==> src/rtl/pipe_ctrl.sv <==
// pipe_ctrl: stall/flush sequencer for the 5-stage core.
// Resolves divider, redirect, refill, load-use and fetch-wait requests
// into PC/if_id/id_ex hold and flush controls, drives the PC redirect,
// and counts stalled cycles in a saturating performance counter.
module pipe_ctrl #(
  parameter int unsigned ADDR_W       = 32,
  parameter int unsigned FETCH_LAT    = 1,
  parameter int unsigned LOAD_BUBBLES = 1,
  parameter int unsigned CNT_W        = 32
) (
  input  logic              clk_i,
  input  logic              rst_i,
  input  logic              jump_req_i,
  input  logic [ADDR_W-1:0] jump_addr_i,
  input  logic              load_use_i,
  input  logic              div_busy_i,
  input  logic              ibus_ready_i,
  output logic              hold_pc_o,
  output logic              pc_set_o,
  output logic [ADDR_W-1:0] pc_set_addr_o,
  output logic              hold_if_id_o,
  output logic              flush_if_id_o,
  output logic              hold_id_ex_o,
  output logic              flush_id_ex_o,
  output logic [CNT_W-1:0]  stall_cnt_o
);

  typedef enum logic [1:0] {
    RUN     = 2'd0,
    REDIR   = 2'd1,
    LDSTALL = 2'd2
  } state_e;

  localparam logic [2:0] FETCH_CNT  = 3'(FETCH_LAT);
  localparam logic [2:0] BUBBLE_CNT = 3'(LOAD_BUBBLES - 1);

  state_e             state_q, state_d;
  logic [2:0]         cnt_q, cnt_d;
  logic [CNT_W-1:0]   stall_cnt_q, stall_cnt_d;

  logic              hold_pc, pc_set, hold_if_id, flush_if_id, hold_id_ex, flush_id_ex;
  logic [ADDR_W-1:0] pc_set_addr;

  // Priority resolution: outputs and next state from current state and requests.
  // Reset gating is applied last so every control output reads 0 while rst_i is low.
  always_comb begin
    state_d     = state_q;
    cnt_d       = cnt_q;
    hold_pc     = 1'b0;
    pc_set      = 1'b0;
    pc_set_addr = '0;
    hold_if_id  = 1'b0;
    flush_if_id = 1'b0;
    hold_id_ex  = 1'b0;
    flush_id_ex = 1'b0;

    if (div_busy_i) begin
      hold_pc    = 1'b1;
      hold_if_id = 1'b1;
      hold_id_ex = 1'b1;
    end else if (jump_req_i) begin
      pc_set      = 1'b1;
      pc_set_addr = jump_addr_i;
      flush_if_id = 1'b1;
      flush_id_ex = 1'b1;
      state_d     = REDIR;
      cnt_d       = FETCH_CNT;
    end else begin
      case (state_q)
        REDIR: begin
          flush_if_id = 1'b1;
          if (ibus_ready_i) begin
            cnt_d = cnt_q - 3'd1;
            if (cnt_d == 3'd0) state_d = RUN;
          end
        end
        LDSTALL: begin
          hold_pc     = 1'b1;
          hold_if_id  = 1'b1;
          flush_id_ex = 1'b1;
          cnt_d       = cnt_q - 3'd1;
          if (cnt_d == 3'd0) state_d = RUN;
        end
        default: begin
          if (load_use_i) begin
            hold_pc     = 1'b1;
            hold_if_id  = 1'b1;
            flush_id_ex = 1'b1;
            if (LOAD_BUBBLES > 1) begin
              state_d = LDSTALL;
              cnt_d   = BUBBLE_CNT;
            end
          end else if (!ibus_ready_i) begin
            hold_pc     = 1'b1;
            flush_if_id = 1'b1;
          end
        end
      endcase
    end

    if (!rst_i) begin
      hold_pc     = 1'b0;
      pc_set      = 1'b0;
      pc_set_addr = '0;
      hold_if_id  = 1'b0;
      flush_if_id = 1'b0;
      hold_id_ex  = 1'b0;
      flush_id_ex = 1'b0;
    end
  end

  // Saturating count of cycles in which the PC is held.
  always_comb begin
    stall_cnt_d = stall_cnt_q;
    if (hold_pc && !(&stall_cnt_q)) stall_cnt_d = stall_cnt_q + CNT_W'(1);
  end

  // State, shared bubble/refill counter and performance counter registers.
  always_ff @(posedge clk_i or negedge rst_i) begin
    if (!rst_i) begin
      state_q     <= RUN;
      cnt_q       <= '0;
      stall_cnt_q <= '0;
    end else begin
      state_q     <= state_d;
      cnt_q       <= cnt_d;
      stall_cnt_q <= stall_cnt_d;
    end
  end

  assign hold_pc_o     = hold_pc;
  assign pc_set_o      = pc_set;
  assign pc_set_addr_o = pc_set_addr;
  assign hold_if_id_o  = hold_if_id;
  assign flush_if_id_o = flush_if_id;
  assign hold_id_ex_o  = hold_id_ex;
  assign flush_id_ex_o = flush_id_ex;
  assign stall_cnt_o   = stall_cnt_q;

endmodule

==> config.mk <==
export PLATFORM = sky130hd
export DESIGN_NAME = pipe_ctrl
export DESIGN_NICKNAME = d
export VERILOG_FILES = /design/src/rtl/pipe_ctrl.sv
export SDC_FILE = /design/constraint.sdc
export NUM_CORES = 1
export LEC_CHECK = 0
export CAP_MARGIN = 30
export CORE_MARGIN = 4
export CORE_UTILIZATION = 40
export DETAILED_ROUTE_END_ITERATION = 6
export PLACE_DENSITY = 0.85
export SLEW_MARGIN = 20
export SYNTH_ARGS = -nofsm -noshare
export SYNTH_HDL_FRONTEND = slang
export SYNTH_SLANG_ARGS = --single-unit
==> constraint.sdc <==
create_clock -name clk_i -period 2.2 [get_ports clk_i]
set_input_delay 0.33 -clock clk_i [delete_from_list [all_inputs] [get_ports clk_i]]
set_output_delay 0.33 -clock clk_i [all_outputs]
set_load 0.05 [all_outputs]
==> flow_summary_export.csv, run 1 <==
group,metric,value,unit
outcome,outcome,"finished clean",
critical_path,path_depth,6,
die,dieArea,6650,sq um
synth,yosysTopAreaCellShare,41.6,%
synth,yosysMostFrequentCell,"dfrtp_1",
synth,synth_cells,221,
synth,synth_flop_cell,"dfrtp_1",
clock_tree,cts.sinks,36,
timing,holdWs,0.0201,ns
clock_tree,cts_tree,"yes",
synth,synth_area,2160,sq um
routing,vias_per_cell,5.18,
routing,postRouteAntennaNets,0,
critical_path,end_kind,"output port",
power_and_ir_drop,ir_drop,744,uV
clock_tree,post_cts_buffers,0,
critical_path,start_kind,"input port",
timing,max_clock_freq,0.477,GHz
finish,antenna_cells,0,
finish,syn_to_final_growth,81.1,%
routing,drcViolationCount,0,
critical_path,worst_r2r_endpoint,"stall_cnt_o[10]",
synth,yosysWarnings,0,
routing,first_iter_violations,81,
timing,tns,0,ns
synth,synth_seq_cells,36,
critical_path,cp.required,1.87,ns
synth,synth_fp_nets,262,
synth,synth_area_per_cell,9.79,sq um
critical_path,crit_arrival,1.77,ns
timing,slew_headroom,64.4,%
finish,nets,384,
routing,drt-total-wl,6.72,mm
critical_path,crit_type,"input port to output port",
global_routing,antenna_found_initial,0,
critical_path,cp_max_fo,33,
placement,place.gp.congestion,0.880,
timing,clock_skew,0.00772,ns
critical_path,cpMaxStageDelayCell,"clkdlybuf4s50_1",
power_and_ir_drop,pwr_density_cell,624,nW/um^2
global_routing,overflow,0,
routing,first_pass_iters,4,
synth,post_synth_num_cell_types,42,
synth,yosys.area.top_type,"dfrtp_1",
timing,setup_viol_count_final,0,
global_routing,grt_pass1_vias,2220,
global_routing,grt_pass1_wl,10.9,mm
clock_tree,cts_made_buffers,5,
timing,worst_slew_pin_slew,0.533,ns
synth,yosysSeqAreaShare,41.6,%
global_routing,gr-usage-all-layers,21.3,%
critical_path,cp_common_cell,"buf_12",
synth,synthTopCellsByCount,"36 x dfrtp_1, 35 x and2_1, 17 x xor2_1",
placement,portBuffers,107,
critical_path,cp_num_buf_inv,4,
power_and_ir_drop,p_leak,0.00169,uW
min_path,hold_class,"input port to asynchronous set/reset pin",
critical_path,crit_path_cell_trace,"clkdlybuf4s50_1, inv_1, nor3_2, buf_12, and2_1, buf_12",
die,core,5170,sq um
run,cap_viol_max_count,0,
critical_path,ff2ff_setup_slack,0.21,ns
clock_tree,insertion_delay,0.29,ns
timing,hold_viol,0,
clock_tree,cts_hold_buffers,0,
clock_tree,clk_pin_slew,0.07,ns
synth,synth_edf_count,0,
clock_tree,cts-htree-levels,2,
critical_path,crit_family,"buffers and inverters",
routing,routedWlPerCell,16.2,microns
clock_tree,cts_root_buf,"clkbuf_8",
critical_path,worst_r2r_path_depth,7,
synth,ys_top_cells_by_area,"dfrtp_1 42%, and2_1 10%, xor2_1 6.9%",
clock_tree,clk_path_buf_depth,2,
synth,ys_async_sr_fraction,100,%
die,dieWidth,81.5,microns
routing,vias,2144,
timing,rsz0062_at_grt,"no",
global_routing,grt_max_degree,34,
die,row_count,26,
timing,finalCritPeriodShare,95.3,%
clock_tree,cts_resized,0,
timing,fin_crit,2.10,ns
timing,finalMaxSlewViolations,0,
die,io_pins,108,
critical_path,slowest_delay,0.51,ns
placement,dp_hpwl,5.56,mm
die,initial_core_util,41.8,%
critical_path,worstReg2RegStart,"stall_cnt_o[0]",
die,die_y,81.5,microns
finish,drive_gt1_share,23.5,%
[routing by layer]
| layer | wire length, microns | up-vias | global-route usage, % |
|---|---|---|---|
| met5 | 0 | - | 0 |
| met4 | 49 | 0 | 4.73 |
| met3 | 692 | 7 | 9.32 |
| met2 | 3470 | 105 | 37.9 |
| met1 | 2500 | 1011 | 23.4 |
| li1 | - | 1021 | - |
[where the power goes]
| part | switching [uW] | internal (uW) | leakage [uW] | total (uW) |
|---|---|---|---|---|
| clock | 231 | 400 | 0.0000645 | 631 |
| sequential | 134 | 757 | 0.000466 | 891 |
| combinational | 530 | 394 | 0.00116 | 923 |
[flip-flops by register name, summed over array words and instances (netlist names)]
signal,count
cnt_q,3
stall_cnt_o,32
state_q,1
[how the worst max path moves through the flow]
stage,from,endpoint
finish,jump_req_i,pc_set_addr_o[7]
global route,jump_req_i,pc_set_addr_o[0]
CTS,jump_req_i,pc_set_addr_o[7]
detailed placement,jump_req_i,stall_cnt_o[10]
global placement,jump_req_i,pc_set_addr_o[7]
floorplan,rst_i,pc_set_addr_o[22]
[metrics by stage]
stage               cells  util (%)  total power (uW)  setup WS, ns  area [sq um]
floorplan             221         -              1400        0.0161          2170
global placement      406      73.3              1800         0.133          3790
detailed placement    406      73.3              1830        0.0925          3790
CTS                   414      75.7              2470        0.0880          3920
global route          414      75.7              2560        0.0423          3920
finish                414      75.7              2450         0.104          3920
[area by class of cell]
type / count / area [sq um]
fill: 331 / 1250
inverter: 7 / 26.3
clock buffer: 7 / 96.3
multi-input combinational: 171 / 1200
timing repair buffer: 122 / 1570
clock inverter: 1 / 30.0
sequential: 36 / 903
tap: 70 / 87.6
[cell usage in the layout, fill, tap and decap left out, types with 2 or more instances in the layout]
cell type,Yosys,routed
nor4_1,5,5
or4_1,2,2
nor3_1,11,10
nand2b_1,2,2
buf_12,0,39
and4_4,2,2
and2_1,35,35
clkbuf_8,0,7
xor2_1,17,17
dfrtp_2,0,2
clkdlybuf4s50_1,0,68
mux2_2,2,2
buf_4,1,14
inv_1,6,6
nand3_2,3,3
xnor2_1,12,12
o21ai_0,4,4
ha_1,3,3
nand2_1,10,10
dfrtp_1,36,34
nor4_2,2,2
nor2_1,8,8
nand4_1,8,8
and4_1,4,4
and3_1,6,6
a21oi_1,6,6
nand3_1,14,14
[kinds of logic (layout without fill, tap and decap cells)]
logic type	Yosys count	count (layout)	share of synthesized area, %
simple gates	121	121	36.3
buf+inv	14	137	3.01
fa+ha+maj	3	3	1.74
flops	36	36	41.6
xor+xnor	29	29	11.7
mux	3	3	1.50
compound gates	15	15	4.11
(Power assumes the default switching activity.)
==> run 2, diff against run 1 <==
--- a/config.mk
+++ b/config.mk
@@ -6,6 +6,7 @@
 export NUM_CORES = 1
 export LEC_CHECK = 0
 export CAP_MARGIN = 30
+export CORE_ASPECT_RATIO = 1.5
 export CORE_MARGIN = 4
 export CORE_UTILIZATION = 40
 export DETAILED_ROUTE_END_ITERATION = 6
==> flow_summary_export.csv, run 2 (synthesis results as in run 1) <==
group,metric,value,unit
outcome,outcome,"finished clean",
critical_path,cp.required,1.87,ns
die,io_pins,108,
clock_tree,insertion_delay,0.30,ns
placement,place_ws,0.0365,ns
clock_tree,clk_pin_slew,0.07,ns
clock_tree,clk_path_buf_depth,2,
global_routing,grt_max_degree,33,
clock_tree,cts_made_buffers,5,
power_and_ir_drop,sw_frac_of_total,38.5,%
timing,finalCritPeriodShare,96.0,%
routing,routedWlPerCell,16.4,microns
power_and_ir_drop,ir_drop,434,uV
routing,first_iter_violations,83,
die,initial_core_util,41.6,%
timing,max_clock_freq,0.473,GHz
power_and_ir_drop,p_int,1490,uW
critical_path,worstReg2RegStart,"stall_cnt_o[0]",
critical_path,crit_start,"jump_req_i",
timing,fin_crit,2.11,ns
min_path,hold_depth,1,
critical_path,cp-endpoint,"pc_set_addr_o[8]",
clock_tree,cts-htree-levels,2,
finish,syn_to_final_growth,81.5,%
critical_path,ff2ff_setup_slack,0.18,ns
clock_tree,cts_tree,"yes",
power_and_ir_drop,p_leak,0.00170,uW
min_path,min_from,"stall_cnt_o[20]",
power_and_ir_drop,power_frac_comb,38.6,%
timing,tns,0,ns
critical_path,end_kind,"output port",
timing,setup_ws,0.0878,ns
finish,final_cell_mix,"68 x clkdlybuf4s50_1, 39 x buf_12, 35 x and2_1, 34 x dfrtp_1, 17 x xor2_1",
timing,rsz0062_at_grt,"no",
die,dieWidth,68.0,microns
placement,placed_cells,405,
finish,multi_input_area,1210,sq um
critical_path,worst_r2r_path_depth,7,
timing,finalMaxSlewViolations,0,
die,row_count,32,
power_and_ir_drop,p_switching,935,uW
finish,nets,386,
timing,hold_viol,0,
power_and_ir_drop,clockPowerShare,24.3,%
clock_tree,post_cts_buffers,0,
critical_path,start_kind,"input port",
finish,drive_gt1_share,24.0,%
global_routing,grt_pass1_vias,2353,
min_path,hold_class,"register to register",
clock_tree,cts.sinks,36,
routing,postRouteAntennaNets,0,
timing,holdWs,0.489,ns
routing,first_pass_iters,4,
die,dieArea,6670,sq um
critical_path,worst_r2r_endpoint,"stall_cnt_o[10]",
finish,regArea,903,sq um
timing,slew_headroom,66.1,%
finish,largest_register_ffs,32,
die,core,5200,sq um
routing,vias_per_cell,5.27,
placement,place.gp.congestion,0.904,
routing,drcViolationCount,0,
finish,fillers,335,
critical_path,cp_max_fo,32,
global_routing,antenna_found_initial,0,
global_routing,grt_pass1_wl,11.1,mm
timing,worst_slew_pin_slew,0.508,ns
placement,dp_hpwl,5.54,mm
timing,clock_skew,0.00748,ns
clock_tree,cts_root_buf,"clkbuf_8",
global_routing,gr-usage-all-layers,21.9,%
die,die_y,98.1,microns
run,cap_viol_max_count,0,
global_routing,overflow,0,
critical_path,crit_type,"input port to output port",
critical_path,crit_arrival,1.78,ns
finish,stdcell_count,414,
power_and_ir_drop,seq_power_share,37.1,%
finish,antenna_cells,0,
finish,layout_commonest_cell,"clkdlybuf4s50_1",
power_and_ir_drop,pwr_density_cell,618,nW/um^2
timing,setup_viol_count_final,0,
routing,vias,2182,
routing,drt-total-wl,6.79,mm
placement,portBuffers,107,
-- run 2: area by class of cell --
class                   instances  share of cell area, %
flip-flops and latches         36                   23.0
clock inverters                 3                   1.08
clock buffers                   5                   1.75
multi-input cells             171                   30.8
repair buffers                124                   40.5
well taps                      68                   2.17
inverters                       7                  0.669
-- run 2: repair_timing --
item / 4_1_cts / 5_1_grt
setup endpoints to repair: 0 / 33
gates resized for setup: 0 / 2
hold buffers: 1 / 0
endpoints found under the hold margin: 10 / 0
-- run 2: critical path, stage by stage --
cell             delay (ns)
clkdlybuf4s50_1        0.54
inv_1                  0.11
nor3_4                 0.26
buf_12                 0.19
and2_1                 0.20
buf_12                 0.15
-- run 2: stage by stage --
| step | total power [uW] | instance area (sq um) | utilization (%) |
|---|---|---|---|
| after global placement | 1820 | 3800 | 72.9 |
| after CTS | 2430 | 3920 | 75.3 |
| final | 2430 | 3930 | 75.4 |
| after floorplan | 1400 | 2170 | - |
| after global routing | 2530 | 3930 | 75.4 |
| after detailed placement | 1840 | 3800 | 72.9 |
-- run 2: metal layers --
layer	vias to the layer above	wire length (microns)	global-route usage [%]
met4	0	128	7.96
met1	1016	2210	21.6
met2	128	3660	38.6
met5	-	0	0
li1	1025	-	-
met3	13	793	10.4
-- run 2: worst min path at each step --
stage / to / slack, ns
2_1_floorplan: cnt_q[0] / 0.03
5_1_grt: stall_cnt_o[28] / 0.53
3_5_place_dp: stall_cnt_o[9] / 0.31
6_report: stall_cnt_o[20] / 0.49
3_3_place_gp: stall_cnt_o[25] / 0.32
4_1_cts: stall_cnt_o[20] / 0.50
-- run 2: power groups by stage --
stage	Clock [uW]	Combinational [uW]	Sequential (uW)
after floorplan	0	311	1090
after global placement	0	917	900
after detailed placement	0	935	907
after CTS	597	942	896
after global routing	620	995	914
final	590	937	901
